==> src/rtl/mem_port_arbiter_if.sv <==
// Purpose: bundles the fetch, load/store and memory-port signals of the shared
//          data-memory arbiter into one bus.
// Ports:   slave = arbiter side, master = requesters + memory side.
interface mem_port_arbiter_if #(
  parameter int ADDR_WIDTH = 32,
  parameter int DATA_WIDTH = 32
);
  // Fetch requester
  logic                  if_req;
  logic [ADDR_WIDTH-1:0] if_addr;
  logic                  if_gnt;
  logic                  if_rvalid;
  logic [DATA_WIDTH-1:0] if_rdata;
  // Load/store requester
  logic                  d_req;
  logic                  d_we;
  logic [ADDR_WIDTH-1:0] d_addr;
  logic [DATA_WIDTH-1:0] d_wdata;
  logic                  d_gnt;
  logic                  d_done;
  logic [DATA_WIDTH-1:0] d_rdata;
  // Memory port
  logic [ADDR_WIDTH-1:0] mem_addr;
  logic [DATA_WIDTH-1:0] mem_wdata;
  logic                  mem_we;
  logic [DATA_WIDTH-1:0] mem_rdata;
  // Status
  logic                  busy;

  modport slave (
    input  if_req, if_addr, d_req, d_we, d_addr, d_wdata, mem_rdata,
    output if_gnt, if_rvalid, if_rdata, d_gnt, d_done, d_rdata,
           mem_addr, mem_wdata, mem_we, busy
  );

  modport master (
    output if_req, if_addr, d_req, d_we, d_addr, d_wdata, mem_rdata,
    input  if_gnt, if_rvalid, if_rdata, d_gnt, d_done, d_rdata,
           mem_addr, mem_wdata, mem_we, busy
  );
endinterface

==> src/rtl/mem_port_arbiter.sv <==
// Purpose: round-robin arbiter sharing one single-port data memory between
//          instruction fetch and load/store; one access per MEM_LATENCY+1 cycles.
// Latency: gnt 1 cycle after request sampled in IDLE; rvalid/done MEM_LATENCY
//          edges after the grant edge. Backpressure: requesters hold req until gnt;
//          requests seen while busy wait for IDLE.
// Ports:   clk, reset (sync, active-high), bus (mem_port_arbiter_if.slave).
module mem_port_arbiter #(
  parameter int ADDR_WIDTH  = 32,
  parameter int DATA_WIDTH  = 32,
  parameter int MEM_LATENCY = 1
) (
  input  logic                clk,
  input  logic                reset,
  mem_port_arbiter_if.slave   bus
);

  if (MEM_LATENCY < 1 || MEM_LATENCY > 4) begin : g_bad_latency
    $error("mem_port_arbiter: MEM_LATENCY must be in 1..4");
  end

  typedef enum logic {IDLE = 1'b0, ACCESS = 1'b1} state_t;

  localparam logic       OWN_IF = 1'b0;
  localparam logic       OWN_D  = 1'b1;
  localparam logic [1:0] LAST_CNT = 2'(MEM_LATENCY - 1);

  state_t                state_q, state_d;
  logic                  owner_q, owner_d;
  logic                  last_owner_q, last_owner_d;
  logic [1:0]            cnt_q, cnt_d;
  logic                  store_q, store_d;

  logic                  if_gnt_q, if_gnt_d;
  logic                  d_gnt_q, d_gnt_d;
  logic                  if_rvalid_q, if_rvalid_d;
  logic                  d_done_q, d_done_d;
  logic [DATA_WIDTH-1:0] if_rdata_q, if_rdata_d;
  logic [DATA_WIDTH-1:0] d_rdata_q, d_rdata_d;
  logic [ADDR_WIDTH-1:0] mem_addr_q, mem_addr_d;
  logic [DATA_WIDTH-1:0] mem_wdata_q, mem_wdata_d;
  logic                  mem_we_q, mem_we_d;
  logic                  busy_q, busy_d;

  logic grant_if, grant_d, done;

  // On contention the requester that did not win last time gets the port.
  assign grant_if = (state_q == IDLE) && bus.if_req && (!bus.d_req || last_owner_q == OWN_D);
  assign grant_d  = (state_q == IDLE) && bus.d_req  && (!bus.if_req || last_owner_q == OWN_IF);
  assign done     = (state_q == ACCESS) && (cnt_q == LAST_CNT);

  // State register
  always_ff @(posedge clk) begin
    if (reset) begin
      state_q      <= IDLE;
      owner_q      <= OWN_IF;
      last_owner_q <= OWN_D;
      cnt_q        <= '0;
      store_q      <= 1'b0;
      if_gnt_q     <= 1'b0;
      d_gnt_q      <= 1'b0;
      if_rvalid_q  <= 1'b0;
      d_done_q     <= 1'b0;
      if_rdata_q   <= '0;
      d_rdata_q    <= '0;
      mem_addr_q   <= '0;
      mem_wdata_q  <= '0;
      mem_we_q     <= 1'b0;
      busy_q       <= 1'b0;
    end else begin
      state_q      <= state_d;
      owner_q      <= owner_d;
      last_owner_q <= last_owner_d;
      cnt_q        <= cnt_d;
      store_q      <= store_d;
      if_gnt_q     <= if_gnt_d;
      d_gnt_q      <= d_gnt_d;
      if_rvalid_q  <= if_rvalid_d;
      d_done_q     <= d_done_d;
      if_rdata_q   <= if_rdata_d;
      d_rdata_q    <= d_rdata_d;
      mem_addr_q   <= mem_addr_d;
      mem_wdata_q  <= mem_wdata_d;
      mem_we_q     <= mem_we_d;
      busy_q       <= busy_d;
    end
  end

  // Next-state logic
  always_comb begin
    state_d      = state_q;
    owner_d      = owner_q;
    last_owner_d = last_owner_q;
    cnt_d        = cnt_q;
    store_d      = store_q;
    case (state_q)
      IDLE: begin
        if (grant_if || grant_d) begin
          state_d      = ACCESS;
          owner_d      = grant_d;
          last_owner_d = grant_d;
          cnt_d        = '0;
          store_d      = grant_d && bus.d_we;
        end
      end
      ACCESS: begin
        cnt_d = cnt_q + 2'd1;
        if (done) state_d = IDLE;
      end
      default: state_d = IDLE;
    endcase
  end

  // Registered-output logic
  always_comb begin
    if_gnt_d    = grant_if;
    d_gnt_d     = grant_d;
    if_rvalid_d = done && (owner_q == OWN_IF);
    d_done_d    = done && (owner_q == OWN_D);
    if_rdata_d  = if_rdata_q;
    d_rdata_d   = d_rdata_q;
    mem_addr_d  = mem_addr_q;
    mem_wdata_d = mem_wdata_q;
    // Write strobe lasts only the first ACCESS cycle: it is set on the grant edge
    // and every later edge clears it.
    mem_we_d    = grant_d && bus.d_we;
    busy_d      = busy_q;

    if (grant_if) begin
      mem_addr_d  = bus.if_addr;
      mem_wdata_d = '0;
      busy_d      = 1'b1;
    end else if (grant_d) begin
      mem_addr_d  = bus.d_addr;
      mem_wdata_d = bus.d_wdata;
      busy_d      = 1'b1;
    end

    if (done) begin
      busy_d = 1'b0;
      if (owner_q == OWN_IF)  if_rdata_d = bus.mem_rdata;
      else if (!store_q)      d_rdata_d  = bus.mem_rdata;
    end
  end

  assign bus.if_gnt    = if_gnt_q;
  assign bus.d_gnt     = d_gnt_q;
  assign bus.if_rvalid = if_rvalid_q;
  assign bus.d_done    = d_done_q;
  assign bus.if_rdata  = if_rdata_q;
  assign bus.d_rdata   = d_rdata_q;
  assign bus.mem_addr  = mem_addr_q;
  assign bus.mem_wdata = mem_wdata_q;
  assign bus.mem_we    = mem_we_q;
  assign bus.busy      = busy_q;

endmodule

==> src/flat_wrapper.sv <==
// flat-port wrapper written by rule: the top's interface ports become plain ports
module mem_port_arbiter_flat 
#(
  parameter int ADDR_WIDTH  = 32,
  parameter int DATA_WIDTH  = 32,
  parameter int MEM_LATENCY = 1
)
  (clk, reset, bus_if_req, bus_if_addr, bus_d_req, bus_d_we, bus_d_addr, bus_d_wdata, bus_mem_rdata, bus_if_gnt, bus_if_rvalid, bus_if_rdata, bus_d_gnt, bus_d_done, bus_d_rdata, bus_mem_addr, bus_mem_wdata, bus_mem_we, bus_busy);
  mem_port_arbiter_if #(.ADDR_WIDTH(ADDR_WIDTH), .DATA_WIDTH(DATA_WIDTH)) bus_i ();
  input  logic clk;
  input  logic reset;
  input wire logic [$bits(bus_i.if_req)-1:0] bus_if_req;
  input wire logic [$bits(bus_i.if_addr)-1:0] bus_if_addr;
  input wire logic [$bits(bus_i.d_req)-1:0] bus_d_req;
  input wire logic [$bits(bus_i.d_we)-1:0] bus_d_we;
  input wire logic [$bits(bus_i.d_addr)-1:0] bus_d_addr;
  input wire logic [$bits(bus_i.d_wdata)-1:0] bus_d_wdata;
  input wire logic [$bits(bus_i.mem_rdata)-1:0] bus_mem_rdata;
  output wire logic [$bits(bus_i.if_gnt)-1:0] bus_if_gnt;
  output wire logic [$bits(bus_i.if_rvalid)-1:0] bus_if_rvalid;
  output wire logic [$bits(bus_i.if_rdata)-1:0] bus_if_rdata;
  output wire logic [$bits(bus_i.d_gnt)-1:0] bus_d_gnt;
  output wire logic [$bits(bus_i.d_done)-1:0] bus_d_done;
  output wire logic [$bits(bus_i.d_rdata)-1:0] bus_d_rdata;
  output wire logic [$bits(bus_i.mem_addr)-1:0] bus_mem_addr;
  output wire logic [$bits(bus_i.mem_wdata)-1:0] bus_mem_wdata;
  output wire logic [$bits(bus_i.mem_we)-1:0] bus_mem_we;
  output wire logic [$bits(bus_i.busy)-1:0] bus_busy;
  assign bus_i.if_req = bus_if_req;
  assign bus_i.if_addr = bus_if_addr;
  assign bus_i.d_req = bus_d_req;
  assign bus_i.d_we = bus_d_we;
  assign bus_i.d_addr = bus_d_addr;
  assign bus_i.d_wdata = bus_d_wdata;
  assign bus_i.mem_rdata = bus_mem_rdata;
  assign bus_if_gnt = bus_i.if_gnt;
  assign bus_if_rvalid = bus_i.if_rvalid;
  assign bus_if_rdata = bus_i.if_rdata;
  assign bus_d_gnt = bus_i.d_gnt;
  assign bus_d_done = bus_i.d_done;
  assign bus_d_rdata = bus_i.d_rdata;
  assign bus_mem_addr = bus_i.mem_addr;
  assign bus_mem_wdata = bus_i.mem_wdata;
  assign bus_mem_we = bus_i.mem_we;
  assign bus_busy = bus_i.busy;
  mem_port_arbiter #(.ADDR_WIDTH(ADDR_WIDTH), .DATA_WIDTH(DATA_WIDTH), .MEM_LATENCY(MEM_LATENCY)) u_core (.clk(clk), .reset(reset), .bus(bus_i));
endmodule
==> config.mk <==
export PLATFORM = sky130hd
export DESIGN_NAME = mem_port_arbiter_flat
export DESIGN_NICKNAME = d
export VERILOG_FILES = /design/src/rtl/mem_port_arbiter_if.sv /design/src/rtl/mem_port_arbiter.sv /design/src/flat_wrapper.sv
export SDC_FILE = /design/constraint.sdc
export NUM_CORES = 1
export LEC_CHECK = 0
export CAP_MARGIN = 20
export CORE_ASPECT_RATIO = 0.75
export CORE_MARGIN = 5
export CORE_UTILIZATION = 37
export DETAILED_ROUTE_END_ITERATION = 8
export PLACE_DENSITY = 0.78
export RECOVER_POWER = 50
export SYNTH_ARGS = -nofsm -noshare
export SYNTH_HDL_FRONTEND = slang
export SYNTH_SLANG_ARGS = --single-unit
==> constraint.sdc <==
create_clock -name clk -period 1.35 [get_ports clk]
set_clock_uncertainty 0.1 [all_clocks]
set_input_delay 0.27 -clock clk [delete_from_list [all_inputs] [get_ports clk]]
set_output_delay 0.27 -clock clk [all_outputs]
set_load 0.1 [all_outputs]
======== Word level (Yosys, flattened, before mapping) ========
Cells that the tools add are included.
word-level totals
  bits in registers ....................... 140
  latch bits .............................. 0
  RAM bits ................................ 0
  memory bits (read-only) ................. 0
  word-level logic and storage cells ...... 50
  memories ................................ 0
cells by class
  add/sub/neg operators ................... 1
  multipliers ............................. 0
  divide/modulo/power cells ............... 0
  magnitude comparators ................... 0
  eq/ne operators ......................... 1
  shift-type cells ........................ 0
  mux-type cells .......................... 9
  bitwise gates (word level) .............. 4
  reduce and logical (&&, ||, !) cells .... 20
operator list
  kind                                         number
  two-way mux 32 bit                           2
  logical AND 1 bit                            8
  two-way mux 1 bit                            4
  inverter 1 bit                               4
  case mux 2 bit (2 select lines)              1
  AND reduction 2 bit                          2
  OR reduction 2 bit                           2
  logical OR 1 bit                             3
  AND reduction 3 bit                          1
  adder 2 x 1 -> 2 bit, second input constant  1
  zero test 1 bit                              2
  zero test 2 bit                              1
  two-way mux 2 bit                            1
  != test 2 bit, second input constant         1
  case mux 1 bit (2 select lines)              1
  nonzero test 2 bit                           1

======== Longest topological paths before layout ========
  depth after elaboration ................. 6
  depth in mapped cells ................... 7
  mapped depth without buffers ............ 5

======== Worst setup path before layout ========
OpenSTA, ideal clock, no wires.
  path type ............................... register to register
  start point ............................. register, netlist name u_core.bus.mem_wdata[10]
  end point ............................... register u_core.mem_wdata_q[10], in the netlist u_core.bus.mem_wdata[10]
  arrival ................................. 1348 ps
  required time ........................... 1182 ps
  setup slack ............................. -166 ps
  stages on the path, launching flop included .. 3
  buffers on the path ..................... 0
  clock period less this slack ............ 1516 ps
  path through ............................ dfxtp_1 -> o21ai_0 -> a21oi_2
RTL lines
  element               RTL line                RTL
  end signal, assigned  mem_port_arbiter.sv:82  mem_wdata_q <= mem_wdata_d;
  end, declared         mem_port_arbiter.sv:40  logic [DATA_WIDTH-1:0] mem_wdata_q, mem_wdata_d;

======== Final worst setup path ========
  start point ............................. register u_core.cnt_q[0]
  end point ............................... register u_core.if_rdata_q[28], in the netlist u_core.bus.if_rdata[28]
between the ends
  longest elaborated chain between the ends .. 3
ends and longest elaborated chain
  element                        RTL line                RTL
  start, declared                mem_port_arbiter.sv:30  logic [1:0] cnt_q, cnt_d;
  start signal, assigned         mem_port_arbiter.sv:73  cnt_q <= cnt_d;
  zero test 2 bit                mem_port_arbiter.sv:49  assign done = (state_q == ACCESS) && (cnt_q == LAST_CNT);
  logical AND 1 bit              mem_port_arbiter.sv:49
  AND reduction 2 bit (no line)  --
  end signal, assigned           mem_port_arbiter.sv:79  if_rdata_q <= if_rdata_d;
  end, declared                  mem_port_arbiter.sv:37  logic [DATA_WIDTH-1:0] if_rdata_q, if_rdata_d;
Every way passes these cells.
A chain may end at the register's enable or synchronous reset.

==> impl_metrics.json <==
{
  "cap_violations": 0,
  "hpwl_um": 14300,
  "hold_buffers": 0,
  "syn_to_final_growth_pct": 113,
  "ys_seq_area_share_pct": 49.8,
  "p_int_mw": 9.43,
  "crit_type": "flip-flop to flip-flop",
  "period_share_pct": 109,
  "cts.sinks": 140,
  "syn_area_per_cell_um2": 8.53,
  "path_clk_slew_ps": 60,
  "timing.final.crit_period_ps": 1470,
  "synth.distinct_cells": 32,
  "final_nets": 1083,
  "hold_violations": 0,
  "gr-usage-met1_pct": 30.5,
  "r2r_slack_ps": -120,
  "globalRouteTotalUtil_pct": 24.9,
  "wl_um": 26100,
  "rows": 39,
  "worst_ir_drop_vdd_mv": 0.964,
  "synth_edf_count": 0,
  "fillers": 818,
  "drt_iter0_drc": 409,
  "cts_tree": "yes",
  "clockRootBuffer": "clkbuf_16",
  "status": "complete, but fails checks",
  "antenna_found_initial": 1,
  "synthFlopType": "dfxtp_1",
  "fp.dieW_um": 152,
  "leakagePower_nw": 4.43,
  "drc": 0,
  "ys_ff_latch": 140,
  "h-tree-depth": 4,
  "postSynth.asyncResetShare_pct": 0,
  "clk_latency_ps": 420,
  "power_density_nw_per_um2": 1210,
  "dieArea_um2": 17800,
  "synth_top_cell_by_area": "dfxtp_1",
  "grt_first_pass_wirelength_um": 35100,
  "portBuffers": 266,
  "insertedDiodeCount": 0,
  "die_h_um": 117,
  "max_stage_delay_ps": 320,
  "synth_compound_area_share_pct": 26.0,
  "violations": "negative setup slack",
  "fin_setup_tns_ps": -6020,
  "postRouteAntennaNets": 0,
  "crit_path_cell_trace": "inv_2, ha_4, and3b_2, bufbuf_16, nand2_1, a21oi_1",
  "p_seq_share_pct": 32.3,
  "critical_path_peak_fanout": 8,
  "grt_use_met3_pct": 8.38,
  "hold_class": "input port to flip-flop",
  "layout-drive-gt1-share_pct": 56.2,
  "synth_fa_ha_area_share_pct": 0.222,
  "tightest_slew_ps": 594,
  "initial_core_util_pct": 37.4,
  "switchingPower_mw": 5.10,
  "synth.top_cells.by_count": "dfxtp_1 (140), nand2_1 (132), a21oi_1 (77)",
  "cp.arrival_ps": 1710,
  "syn_inst": 660,
  "netlist_area_um2": 5630,
  "utilization_pct": 79.7,
  "drt_first_pass_iters": 5,
  "rsz0062_at_grt": "yes",
  "dp_slack_ps": -520,
  "place_congestion": 0.799,
  "top_usage_layer": "met2",
  "yosys.area_share.simple_pct": 16.4,
  "cts_buffer_depth": 2,
  "synth_top_area_share_pct": 49.8,
  "synth_top_family_by_area": "compound AO/OA/AOI/OAI gates",
  "synth-xor-area-share_pct": 0,
  "core_region_area_um2": 15100,
  "cp-end-kind": "flip-flop",
  "grt_max_degree": 61,
  "slew_headroom_pct": 60.4,
  "critical-path-slowest-cell": "dfxtp_2",
  "drv_slew": 0,
  "fmax_mhz": 678,
  "io_pins": 267,
  "numCtsBuffers": 17,
  "setup_viol": 111,
  "fin_cells": 1167,
  "vias": 6369,
  "grt_overflow": 0,
  "grtUsageMet2_pct": 42.1,
  "routedWlPerCell_um": 22.4,
  "comb_power_share_pct": 32.9,
  "grt_pass1_vias": 6264,
  "viasPerCell": 5.46,
  "start_kind": "flip-flop",
  "syn-num-nets": 794,
  "dp_cells": 1097,
  "synth_area_leaders": "dfxtp_1 (50%), nand2_1 (8.8%), a21oi_1 (6.8%)",
  "synth_most_common_cell": "dfxtp_1",
  "power_frac_clock_pct": 34.8,
  "holdWs_ps": 122,
  "fin_ws_ps": -124,
  "synth-warning-count": 0,
  "synthMuxAreaShare_pct": 0,
  "switching_share_pct": 35.1,
  "required_ps": 1590
}
-- metrics by stage --
step                power [mW]  area [µm²]
floorplan                 7.01        5750
global placement          8.76       10000
detailed placement        8.81       10000
CTS                       14.0       11100
global route              15.0       12000
finish                    14.5       12000
-- timing repair --
item,4_1_cts,5_1_grt
gates resized for setup,143,171
pin swaps,14,31
buffers inserted,6,16
gates cloned,6,10
endpoints found under the setup margin,203,173
-- registers in the layout (all words and copies together) (netlist names) --
signal	cells
u_core.bus.if_rvalid	1
u_core.bus.d_gnt	1
u_core.bus.mem_addr	32
u_core.owner_q	1
u_core.bus.d_done	1
u_core.bus.d_rdata	32
u_core.store_q	1
u_core.last_owner_q	1
u_core.cnt_q	2
u_core.bus.mem_we	1
u_core.bus.mem_wdata	32
u_core.state_q	1
u_core.bus.if_gnt	1
u_core.bus.if_rdata	32
u_core.bus.busy	1
-- per-layer routing --
layer / vias up / part of all wire, %
met3: 42 / 8.7
met2: 341 / 50
met5: - / 0.050
met1: 3092 / 39
li1: 2892 / -
met4: 2 / 1.8
-- logic make-up (layout without fill, tap and decap cells) --
family / count (synthesis) / after routing
buffers and inverters: 99 / 399
adder cells (fa/ha/maj): 1 / 1
AO/OA/AOI/OAI: 233 / 233
flip-flops: 140 / 140
AND/OR/NAND/NOR: 187 / 189
-- power groups by stage --
stage,Sequential (mW),Clock [mW],Combinational (mW)
final,4.70,5.05,4.78
after global routing,4.72,5.29,4.94
after CTS,4.70,5.05,4.28
after detailed placement,4.76,0,4.05
after global placement,4.75,0,4.01
after floorplan,6.30,0,0.714
-- cell usage in the layout, fill, tap and decap left out, types with 3 or more instances in the layout --
master             n
a21oi_1           47
o21ai_0           37
nand2_1          113
nand2_2           16
clkbuf_8           3
and2_4             3
or3b_4            22
nand2_4            3
o21ai_1           23
or3b_1            11
buf_6              7
a211oi_2          32
o21ai_2            4
dfxtp_1            4
inv_1             34
bufinv_16          3
inv_6              3
dfxtp_4           11
clkdlybuf4s50_1  129
a2111oi_2         31
clkinvlp_4         3
clkbuf_16         24
buf_12           148
dfxtp_2          125
nor2_1             5
buf_4             28
a21oi_2           52
-- worst max-delay path: cells and delay by family, from the launching register on --
family,cells,cell delay (ps)
fa+ha+maj,1,150
compound gates,1,160
flops,1,320
simple gates,2,320
buf+inv,2,340
-- path summary, 6_finish.rpt --
kind | cells after the start | from | to
worst min register to register | 2 | u_core.bus.d_rdata[10]$_SDFFE_PP0P_ | u_core.bus.d_rdata[10]$_SDFFE_PP0P_
worst max register to register | 6 | u_core.cnt_q[0]$_SDFFE_PP0P_ | u_core.bus.if_rdata[28]$_SDFFE_PP0P_
worst min-delay path | 3 | reset | u_core.last_owner_q$_SDFFE_PP1P_
worst max-delay path | 6 | u_core.cnt_q[0]$_SDFFE_PP0P_ | u_core.bus.if_rdata[28]$_SDFFE_PP0P_
-- area by class of cell --
class                      count  area [µm²]  share of cell area (%)
inverter                      36         135                    1.12
clock inverter                11         155                    1.29
clock buffer                  21         470                    3.91
sequential                   140        3000                    25.0
timing repair buffer         331        4910                    40.8
tap                          205         256                    2.13
multi-input combinational    423        3100                    25.8
(Power assumes the default switching activity.)
